<file path="src/rtl/spi_aes_pkg.sv">
// Shared definitions for the SPI front end of the AES core: FSM states,
// block width, frame length helper and core timeout length.
package spi_aes_pkg;

    localparam int BLOCK_W     = 128;
    localparam int TIMEOUT_CYC = 256;

    typedef enum logic [2:0] {
        ST_IDLE      = 3'd0,
        ST_RECV      = 3'd1,
        ST_START     = 3'd2,
        ST_WAIT_CORE = 3'd3,
        ST_SEND      = 3'd4,
        ST_HOLD      = 3'd5
    } state_t;

    // A frame is one data block followed by the key.
    function automatic int frame_len(input int nk);
        return BLOCK_W + nk * 32;
    endfunction

endpackage

</file>
<file path="src/rtl/spi_shift_reg.sv">
// Serial-in shift register with parallel load, shifting toward the MSB.
// Used for both the receive frame and the transmit result.
module spi_shift_reg #(
    parameter int WIDTH = 8
) (
    input  logic             clk_master,
    input  logic             rst,
    input  logic             load,
    input  logic [WIDTH-1:0] load_val,
    input  logic             shift,
    input  logic             sin,
    output logic [WIDTH-1:0] q
);

    // Load takes priority so a new frame can restart the register in one edge.
    always_ff @(posedge clk_master or posedge rst) begin
        if (rst) begin
            q <= '0;
        end else if (load) begin
            q <= load_val;
        end else if (shift) begin
            q <= {q[WIDTH-2:0], sin};
        end
    end

endmodule

</file>
<file path="src/rtl/spi_slave_shifter.sv">
// SPI slave that collects a data block plus key, hands them to a cipher core
// and shifts the 128-bit result back out; define SPI_SLAVE_TIMEOUT_EN for a core timeout.
module spi_slave_shifter
    import spi_aes_pkg::*;
#(
    parameter int NK = 4
) (
    input  logic              clk_master,
    input  logic              rst,
    input  logic              cs,
    input  logic              sdi,
    output logic              sdo,
    output logic [127:0]      core_data,
    output logic [NK*32-1:0]  core_key,
    output logic              core_start,
    input  logic              core_done,
    input  logic [127:0]      core_result,
    output logic              frame_done,
    output logic              err,
    output logic [2:0]        state
);

    localparam int         FRAME_W   = frame_len(NK);
    localparam int         KEY_W     = NK * 32;
    localparam logic [8:0] LAST_BIT  = 9'(FRAME_W - 1);
    localparam logic [8:0] LAST_SEND = 9'(BLOCK_W - 1);

    state_t              cur;
    state_t              nxt;
    logic [8:0]          bit_cnt;
    logic [8:0]          aux_cnt;
    logic [FRAME_W-1:0]  rx_q;
    logic [BLOCK_W-1:0]  tx_q;
    logic                rx_load;
    logic                rx_shift;
    logic                tx_load;
    logic                tx_shift;
    logic                timeout;
    logic                unused_tx;

    assign rx_load  = cs && (cur == ST_IDLE);
    assign rx_shift = cs && (cur == ST_RECV);
    assign tx_load  = cs && (cur == ST_WAIT_CORE) && core_done;
    assign tx_shift = cs && (cur == ST_SEND);

    spi_shift_reg #(.WIDTH(FRAME_W)) u_rx (
        .clk_master (clk_master),
        .rst        (rst),
        .load       (rx_load),
        .load_val   ({{(FRAME_W-1){1'b0}}, sdi}),
        .shift      (rx_shift),
        .sin        (sdi),
        .q          (rx_q)
    );

    spi_shift_reg #(.WIDTH(BLOCK_W)) u_tx (
        .clk_master (clk_master),
        .rst        (rst),
        .load       (tx_load),
        .load_val   (core_result),
        .shift      (tx_shift),
        .sin        (1'b0),
        .q          (tx_q)
    );

    // The receive register is not touched between the last bit and the next
    // frame start, so it doubles as the stable core_data/core_key holding register.
    assign core_data = rx_q[FRAME_W-1:KEY_W];
    assign core_key  = rx_q[KEY_W-1:0];
    assign unused_tx = ^tx_q[BLOCK_W-2:0];

`ifdef SPI_SLAVE_TIMEOUT_EN
    localparam logic [8:0] LAST_WAIT = 9'(TIMEOUT_CYC - 1);

    assign timeout = (cur == ST_WAIT_CORE) && !core_done && (aux_cnt == LAST_WAIT);

    always_ff @(posedge clk_master or posedge rst) begin
        if (rst) begin
            err <= 1'b0;
        end else if (rx_load) begin
            err <= 1'b0;
        end else if (cs && timeout) begin
            err <= 1'b1;
        end
    end
`else
    assign timeout = 1'b0;
    assign err     = 1'b0;
`endif

    always_ff @(posedge clk_master or posedge rst) begin
        if (rst) begin
            cur <= ST_IDLE;
        end else begin
            cur <= nxt;
        end
    end

    always_comb begin
        nxt = cur;
        if (!cs) begin
            nxt = ST_IDLE;
        end else begin
            case (cur)
                ST_IDLE:      nxt = ST_RECV;
                ST_RECV:      if (bit_cnt == LAST_BIT) nxt = ST_START;
                ST_START:     nxt = ST_WAIT_CORE;
                ST_WAIT_CORE: begin
                    if (core_done) begin
                        nxt = ST_SEND;
                    end else if (timeout) begin
                        nxt = ST_HOLD;
                    end
                end
                ST_SEND:      if (aux_cnt == LAST_SEND) nxt = ST_HOLD;
                ST_HOLD:      nxt = ST_HOLD;
                default:      nxt = ST_IDLE;
            endcase
        end
    end

    // err is only ever set by a timeout, so HOLD with err high is the timeout exit.
    always_comb begin
        core_start = 1'b0;
        frame_done = 1'b0;
        sdo        = 1'b0;
        state      = cur;
        core_start = (cur == ST_START);
        frame_done = (cur == ST_HOLD) && !err;
        sdo        = (cur == ST_SEND) && tx_q[BLOCK_W-1];
    end

    // bit_cnt tracks received bits; aux_cnt times WAIT_CORE and then counts sent bits.
    always_ff @(posedge clk_master or posedge rst) begin
        if (rst) begin
            bit_cnt <= '0;
            aux_cnt <= '0;
        end else if (!cs) begin
            bit_cnt <= '0;
            aux_cnt <= '0;
        end else begin
            case (cur)
                ST_IDLE:      bit_cnt <= 9'd1;
                ST_RECV:      bit_cnt <= bit_cnt + 9'd1;
                ST_START:     aux_cnt <= '0;
                ST_WAIT_CORE: aux_cnt <= core_done ? 9'd0 : aux_cnt + 9'd1;
                ST_SEND:      aux_cnt <= aux_cnt + 9'd1;
                default:      ;
            endcase
        end
    end

endmodule

</file>
<file path="config.mk">
export PLATFORM = sky130hd
export DESIGN_NAME = spi_slave_shifter
export DESIGN_NICKNAME = d
export VERILOG_FILES = /design/src/rtl/spi_aes_pkg.sv /design/src/rtl/spi_shift_reg.sv /design/src/rtl/spi_slave_shifter.sv
export SDC_FILE = /design/constraint.sdc
export NUM_CORES = 1
export LEC_CHECK = 0
export CORE_UTILIZATION = 45
export CTS_CLUSTER_SIZE = 28
export DETAILED_ROUTE_END_ITERATION = 16
export PLACE_DENSITY_LB_ADDON = 0.2
export SYNTH_ARGS = -nofsm -noshare
export SYNTH_HDL_FRONTEND = slang
export SYNTH_SLANG_ARGS = --single-unit
export TNS_END_PERCENT = 50
</file>
<file path="constraint.sdc">
create_clock -name clk_master -period 13.4 [get_ports clk_master]
set_input_delay 1.34 -clock clk_master [delete_from_list [all_inputs] [get_ports clk_master]]
set_output_delay 1.34 -clock clk_master [all_outputs]
set_load 0.01 [all_outputs]
</file>
# Word-level counts from Yosys, hierarchy flattened

Cells that the tools add are included.

Register bits: 405
Input bits: 133
Output and inout port bits: 263
Word-level logic and storage cells: 43

Add/sub/neg operators: 2
Eq/ne operators: 12
Multiplexer cells: 14
Reduce and logical (&&, ||, !) cells: 10

Operators with widths:

| cell                                                | count |
|---|---|
| 2-to-1 mux 256 bit                                  | 2 |
| 2-to-1 mux 128 bit                                  | 2 |
| 2-to-1 mux 9 bit                                    | 3 |
| one-hot mux 9 bit (3 select lines)                  | 1 |
| adder 9 x 1 -> 9 bit, second input constant         | 2 |
| one-hot mux 3 bit (6 select lines)                  | 1 |
| one-hot mux 9 bit (2 select lines)                  | 1 |
| 2-to-1 mux 3 bit                                    | 4 |
| equality test 9 x 7 -> 1 bit, second input constant | 1 |
| equality test 9 x 8 -> 1 bit, second input constant | 1 |
| equality test 3 x 2 -> 1 bit, second input constant | 2 |
| equality test 3 bit, second input constant          | 2 |
| logical AND 1 bit                                   | 6 |
| != test 3 bit, second input constant                | 2 |
| != test 4 x 1 -> 1 bit, second input constant       | 1 |
| nonzero test 2 bit                                  | 2 |
| equality test 3 x 1 -> 1 bit, second input constant | 1 |
| zero test 3 bit                                     | 1 |
| != test 3 x 1 -> 1 bit, second input constant       | 1 |
| != test 3 x 2 -> 1 bit, second input constant       | 1 |
| AND reduction 3 bit                                 | 1 |

# Depth between registers and ports, before layout

Depth after elaboration: 4
Mapped depth: 8
Gate-level depth less buffers: 8

# Modules after synthesis

Synthesis repeated with hierarchy kept, for this count alone.

Cells, all modules: 1803
Area, all modules: 19077.0 um2

By module, submodules not included:

| module               | times used | cells an instance | area each (um2) | seq. area each (um2) |
|---|---|---|---|---|
| spi_shift_reg (u_rx) | 1          | 1111              | 11896.4         | 6406.1 |
| spi_shift_reg (u_tx) | 1          | 555               | 5952.0          | 3203.1 |
| spi_slave_shifter    | 1          | 137               | 1228.7          | 525.5 |

# Least setup slack after synthesis

OpenSTA, ideal clock, no wires.

Kind: reg2out
Start point: register cur[1], in the netlist state[1]
End point: output sdo
Arrival: 1.227 ns
Data required time: 12.060 ns
Setup slack: 10.833 ns
Cell stages (with the launch flop): 4
Buffers on the path: 1
Cell sequence: dfrtp_1 > buf_2 > or3b_1 > nor2_1

Cells in the longest elaborated chain, start to end: 2

Ends and longest elaborated chain:

| element                  | line                     | text |
|---|---|---|
| start: declaration       | spi_slave_shifter.sv:28  | `state_t cur;` |
| start signal: assignment | spi_slave_shifter.sv:95  | `cur <= nxt;` |
| equality test 3 bit      | spi_slave_shifter.sv:130 | `sdo = (cur == ST_SEND) && tx_q[BLOCK_W-1];` |
| logical AND 1 bit        | spi_slave_shifter.sv:130 |  |
| end: declaration         | spi_slave_shifter.sv:12  | `output logic sdo,` |

No other way between the ends.

# Final worst setup path

Start point: input cs
End point: register u_tx.q[22]

Cells in the longest elaborated chain, start to end: 3
Elaborated cells on any way between the ends: 5

Ends and longest elaborated chain:

| element                                                         | line                    | text |
|---|---|---|
| start: declaration                                              | spi_slave_shifter.sv:10 | `input logic cs,` |
| logical AND 1 bit (2 in series)                                 | spi_slave_shifter.sv:43 | `assign tx_load = cs && (cur == ST_WAIT_CORE) && core_done;` |
| 2-to-1 mux 128 bit / nonzero test 2 bit (equally long branches) | --                      |  |
| end signal: assignment                                          | spi_shift_reg.sv:20     | `q <= load_val;` |
| end signal: assignment                                          | spi_shift_reg.sv:22     | `q <= {q[WIDTH-2:0], sin};` |
| end: declaration                                                | spi_shift_reg.sv:12     | `output logic [WIDTH-1:0] q` |

Several ways; a longest one is shown, not always the timed one.
A chain may end at the register's enable or synchronous reset.

==> impl_metrics.prom <==
# TYPE chip_impl_metric gauge
chip_impl_metric{name="horizontal_extent_of_the_die",unit="µm"} 192.0
chip_impl_metric{name="maxSlewViolCount",unit=""} 0
chip_impl_metric{name="routed-wl-met3",unit="mm"} 3.817
chip_impl_info{name="startpoint_type",value="input pin"} 1
chip_impl_metric{name="dp.final_hpwl",unit="mm"} 26.08
chip_impl_info{name="synth_top_family_by_area",value="compound AO/OA/AOI/OAI gates"} 1
chip_impl_metric{name="fin_hold_ws",unit="ns"} 0.4789
chip_impl_metric{name="timing.clock.skew",unit="ns"} 0.01725
chip_impl_metric{name="yosys-mux-area-fraction",unit="%"} 7.837
chip_impl_info{name="setup_repair_after_global_routing_missed_its_margin",value="no"} 1
chip_impl_metric{name="synth-simple-area-share",unit="%"} 9.139
chip_impl_info{name="min_path_type",value="reg2reg"} 1
chip_impl_metric{name="placed_instance_count",unit=""} 2206
chip_impl_metric{name="worst_ir_drop_vdd",unit="mV"} 0.1193
chip_impl_info{name="synth_flop_cell",value="sky130_fd_sc_hd__dfrtp_1"} 1
chip_impl_metric{name="ys_types",unit=""} 43
chip_impl_metric{name="timing.max_cap.violations",unit=""} 0
chip_impl_metric{name="ctsHtreeMaxLevel",unit=""} 2
chip_impl_metric{name="power.density",unit="mW/mm²"} 141.7
chip_impl_metric{name="synth_area",unit="mm²"} 0.01624
chip_impl_metric{name="final.setup.tns",unit="ns"} 0
chip_impl_metric{name="global_route.usage.total",unit="%"} 22.80
chip_impl_metric{name="tightestPinTransition",unit="ns"} 1.233
chip_impl_metric{name="tritoncts_num_sinks",unit=""} 405
chip_impl_metric{name="drc",unit=""} 0
chip_impl_info{name="clock_tree.root_cell",value="sky130_fd_sc_hd__clkbuf_16"} 1
chip_impl_info{name="highest-signal-layer",value="met4"} 1
chip_impl_metric{name="count_of_warnings_emitted_by_yosys",unit=""} 0
chip_impl_metric{name="area_delta_synth_final",unit="%"} 34.21
chip_impl_metric{name="synthesized_netlist_net_count",unit=""} 1597
chip_impl_metric{name="slew_headroom",unit="%"} 17.82
chip_impl_metric{name="row_count",unit=""} 69
chip_impl_metric{name="cts.path.max_buffers",unit=""} 3
chip_impl_metric{name="met1Wirelength",unit="mm"} 18.76
chip_impl_metric{name="final_hold_viol_count",unit=""} 0
chip_impl_metric{name="post_cts.resized_instances",unit=""} 0
chip_impl_metric{name="adder_cell_share_of_the_synthesized_area",unit="%"} 0.2312
chip_impl_metric{name="grt_max_degree",unit=""} 153
chip_impl_metric{name="postRouteWirelength",unit="mm"} 43.23
chip_impl_info{name="yosysMostFrequentCell",value="sky130_fd_sc_hd__dfrtp_1"} 1
chip_impl_metric{name="io_buffers",unit=""} 394
chip_impl_metric{name="avgRoutedWirePerCell",unit="µm"} 18.91
chip_impl_info{name="worstSetupPathType",value="in2reg"} 1
chip_impl_metric{name="synth-seq-area-share",unit="%"} 62.42
chip_impl_metric{name="clk_pin_slew_worst_paths",unit="ns"} 0.06
chip_impl_metric{name="power_leakage",unit="nW"} 9.346
chip_impl_metric{name="grt_pass1_vias",unit=""} 12216
chip_impl_metric{name="async_reset_ff_share",unit="%"} 100.0
chip_impl_metric{name="synth_area_in_compound_gates",unit="%"} 16.42
chip_impl_info{name="tritoncts",value="built"} 1
chip_impl_metric{name="max_clock_freq",unit="GHz"} 0.2439
chip_impl_metric{name="first_pass_iters",unit=""} 4
chip_impl_metric{name="final.min_clock_period",unit="ns"} 4.099
chip_impl_metric{name="pin_count",unit=""} 396
chip_impl_metric{name="vias",unit=""} 12563
chip_impl_info{name="yosys-top-cells-area",value="sky130_fd_sc_hd__dfrtp_1 (62%), sky130_fd_sc_hd__mux2i_1 (7.8%), sky130_fd_sc_hd__nor2_1 (7.4%), sky130_fd_sc_hd__o22ai_1 (7.0%), sky130_fd_sc_hd__a22o_1 (4.2%)"} 1
chip_impl_metric{name="wl_met2",unit="mm"} 19.48
chip_impl_metric{name="post_cts_setup_buffers",unit=""} 0
chip_impl_metric{name="initial_core_util",unit="%"} 45.65
chip_impl_metric{name="synth.ff_latch_count",unit=""} 405
chip_impl_metric{name="synth_enable_flop_cells",unit=""} 0
chip_impl_metric{name="drive_gt1_share",unit="%"} 5.373
chip_impl_metric{name="stdcell_count",unit=""} 2286
chip_impl_info{name="run_status",value="finished, final reports clean"} 1
chip_impl_metric{name="finalSetupViolations",unit=""} 0
chip_impl_metric{name="crit_arrival",unit="ns"} 4.49
chip_impl_metric{name="finalCritPeriodShare",unit="%"} 30.59
chip_impl_metric{name="grt_antenna_before_repair",unit=""} 1
chip_impl_metric{name="grt_residual_overflow",unit=""} 0
chip_impl_metric{name="syn_area_per_cell",unit="µm²"} 11.11
chip_impl_info{name="synth_top_area_cell",value="sky130_fd_sc_hd__dfrtp_1"} 1
chip_impl_metric{name="drt_first_iter_violations",unit=""} 803
chip_impl_metric{name="cts_hold_repair.buffers",unit=""} 0
chip_impl_metric{name="grt_first_pass_wirelength",unit="mm"} 66.47
chip_impl_metric{name="cts_buffers",unit=""} 44
chip_impl_metric{name="critical_path_required",unit="ns"} 13.79
chip_impl_metric{name="synth-xor-area-share",unit="%"} 0.1079
chip_impl_metric{name="via_per_inst",unit=""} 5.496
chip_impl_metric{name="syn_inst",unit=""} 1461
chip_impl_metric{name="die_h",unit="µm"} 192.0
chip_impl_info{name="synth_commonest_cells",value="sky130_fd_sc_hd__dfrtp_1 (405), sky130_fd_sc_hd__nor2_1 (322), sky130_fd_sc_hd__o22ai_1 (181)"} 1
chip_impl_info{name="end_kind",value="flip-flop"} 1
chip_impl_metric{name="timing.critical_path.fanout_max",unit=""} 68
chip_impl_metric{name="clk_latency",unit="ns"} 0.57
chip_impl_metric{name="drtAntennaViolNets",unit=""} 0
chip_impl_metric{name="place.gp.congestion",unit=""} 0.7799
chip_impl_metric{name="full_die_area",unit="mm²"} 0.03684
chip_impl_metric{name="nFillCells",unit=""} 2895
chip_impl_metric{name="finish.net_count",unit=""} 1927
chip_impl_metric{name="netlist.area_leader.share",unit="%"} 62.42
chip_impl_metric{name="core_region_area",unit="mm²"} 0.03557
-- power by group --
part	switching (mW)	total [mW]	leakage [nW]	internal (mW)
sequential	0.0867	1.41	5.25	1.32
combinational	0.219	0.473	3.38	0.254
clock	0.490	1.21	0.713	0.718
total	0.796	3.09	9.35	2.29
-- layout make-up --
cell class	instances	area [µm²]	share of cell area (%)
Clock buffer	62	1269	5.822
Sequential cell	405	10130	46.51
Antenna cell	1	2.502	0.01148
Inverter	7	33.78	0.1550
Clock inverter	17	182.7	0.8383
Multi-Input combinational cell	923	5528	25.37
Timing Repair Buffer	410	4064	18.65
Tap cell	461	576.8	2.647
-- kinds of logic (layout without fill, tap and decap cells) --
group / count (synthesis) / after routing
AO/OA/AOI/OAI: 421 / 421
XOR/XNOR: 2 / 2
adder cells (fa/ha/maj): 3 / 3
buffers and inverters: 133 / 496
flip-flops: 405 / 405
multiplexers: 127 / 127
other: 1 / 2
AND/OR/NAND/NOR: 369 / 369
-- registers in the layout, indices dropped and copies added (netlist names) --
register and count:
u_rx.q 256, bit_cnt 9, aux_cnt 9, u_tx.q 128, state 3
-- worst max-delay path, cell delays in order --
cell and delay [ns]:
sky130_fd_sc_hd__clkdlybuf4s50_1 0.71, sky130_fd_sc_hd__and4bb_4 0.27, sky130_fd_sc_hd__buf_4 0.75, sky130_fd_sc_hd__buf_4 0.95, sky130_fd_sc_hd__mux2i_1 0.30, sky130_fd_sc_hd__a21oi_1 0.09
-- final timing paths --
kind / to / start / slack, ns / cells past startpoint
min in group asynchronous: u_tx.q[51] / rst / 1.43 / 2
setup / recovery: u_tx.q[22] / cs / 9.30 / 6
setup reg to reg: u_tx.q[22] / state[1] / 10.07 / 5
hold / removal: bit_cnt[8] / bit_cnt[8] / 0.48 / 2
max in group asynchronous: u_rx.q[77] / rst / 9.70 / 4
hold reg to reg: bit_cnt[8] / bit_cnt[8] / 0.48 / 2
-- routing by layer --
metal | up-vias | GRT usage, %
li1 | 5885 | -
met1 | 6232 | 30.93
met2 | 381 | 33.82
met3 | 65 | 7.583
met4 | 0 | 8.639
met5 | - | 0
-- stage by stage --
stage                     utilization (%)  total power, mW  setup slack (ns)  cell area (µm²)
after detailed placement            57.18            1.898             8.713            20340
after global routing                61.26            3.210             9.070            21790
after global placement              57.18            1.892             8.795            20340
after CTS                           61.26            3.125             9.305            21790
after floorplan                         -            1.597            0.7938            16240
final                               61.26            3.088             9.301            21790
-- layout by cell type (no fill, tap or decap), types with 4 or more instances in the layout --
cell / n
sky130_fd_sc_hd__nand2_1: 15
sky130_fd_sc_hd__dfrtp_1: 405
sky130_fd_sc_hd__buf_4: 16
sky130_fd_sc_hd__o22ai_1: 181
sky130_fd_sc_hd__o21ai_0: 14
sky130_fd_sc_hd__clkinv_2: 9
sky130_fd_sc_hd__nand3_1: 5
sky130_fd_sc_hd__a22o_1: 78
sky130_fd_sc_hd__a31oi_1: 7
sky130_fd_sc_hd__nand2b_1: 4
sky130_fd_sc_hd__clkdlybuf4s50_1: 394
sky130_fd_sc_hd__inv_1: 5
sky130_fd_sc_hd__nor2_1: 321
sky130_fd_sc_hd__and3_1: 5
sky130_fd_sc_hd__clkbuf_16: 44
sky130_fd_sc_hd__mux2i_1: 126
sky130_fd_sc_hd__clkbuf_8: 10
sky130_fd_sc_hd__a21oi_1: 132
sky130_fd_sc_hd__clkbuf_1: 8
No activity file was read; power rests on OpenSTA's default activity.
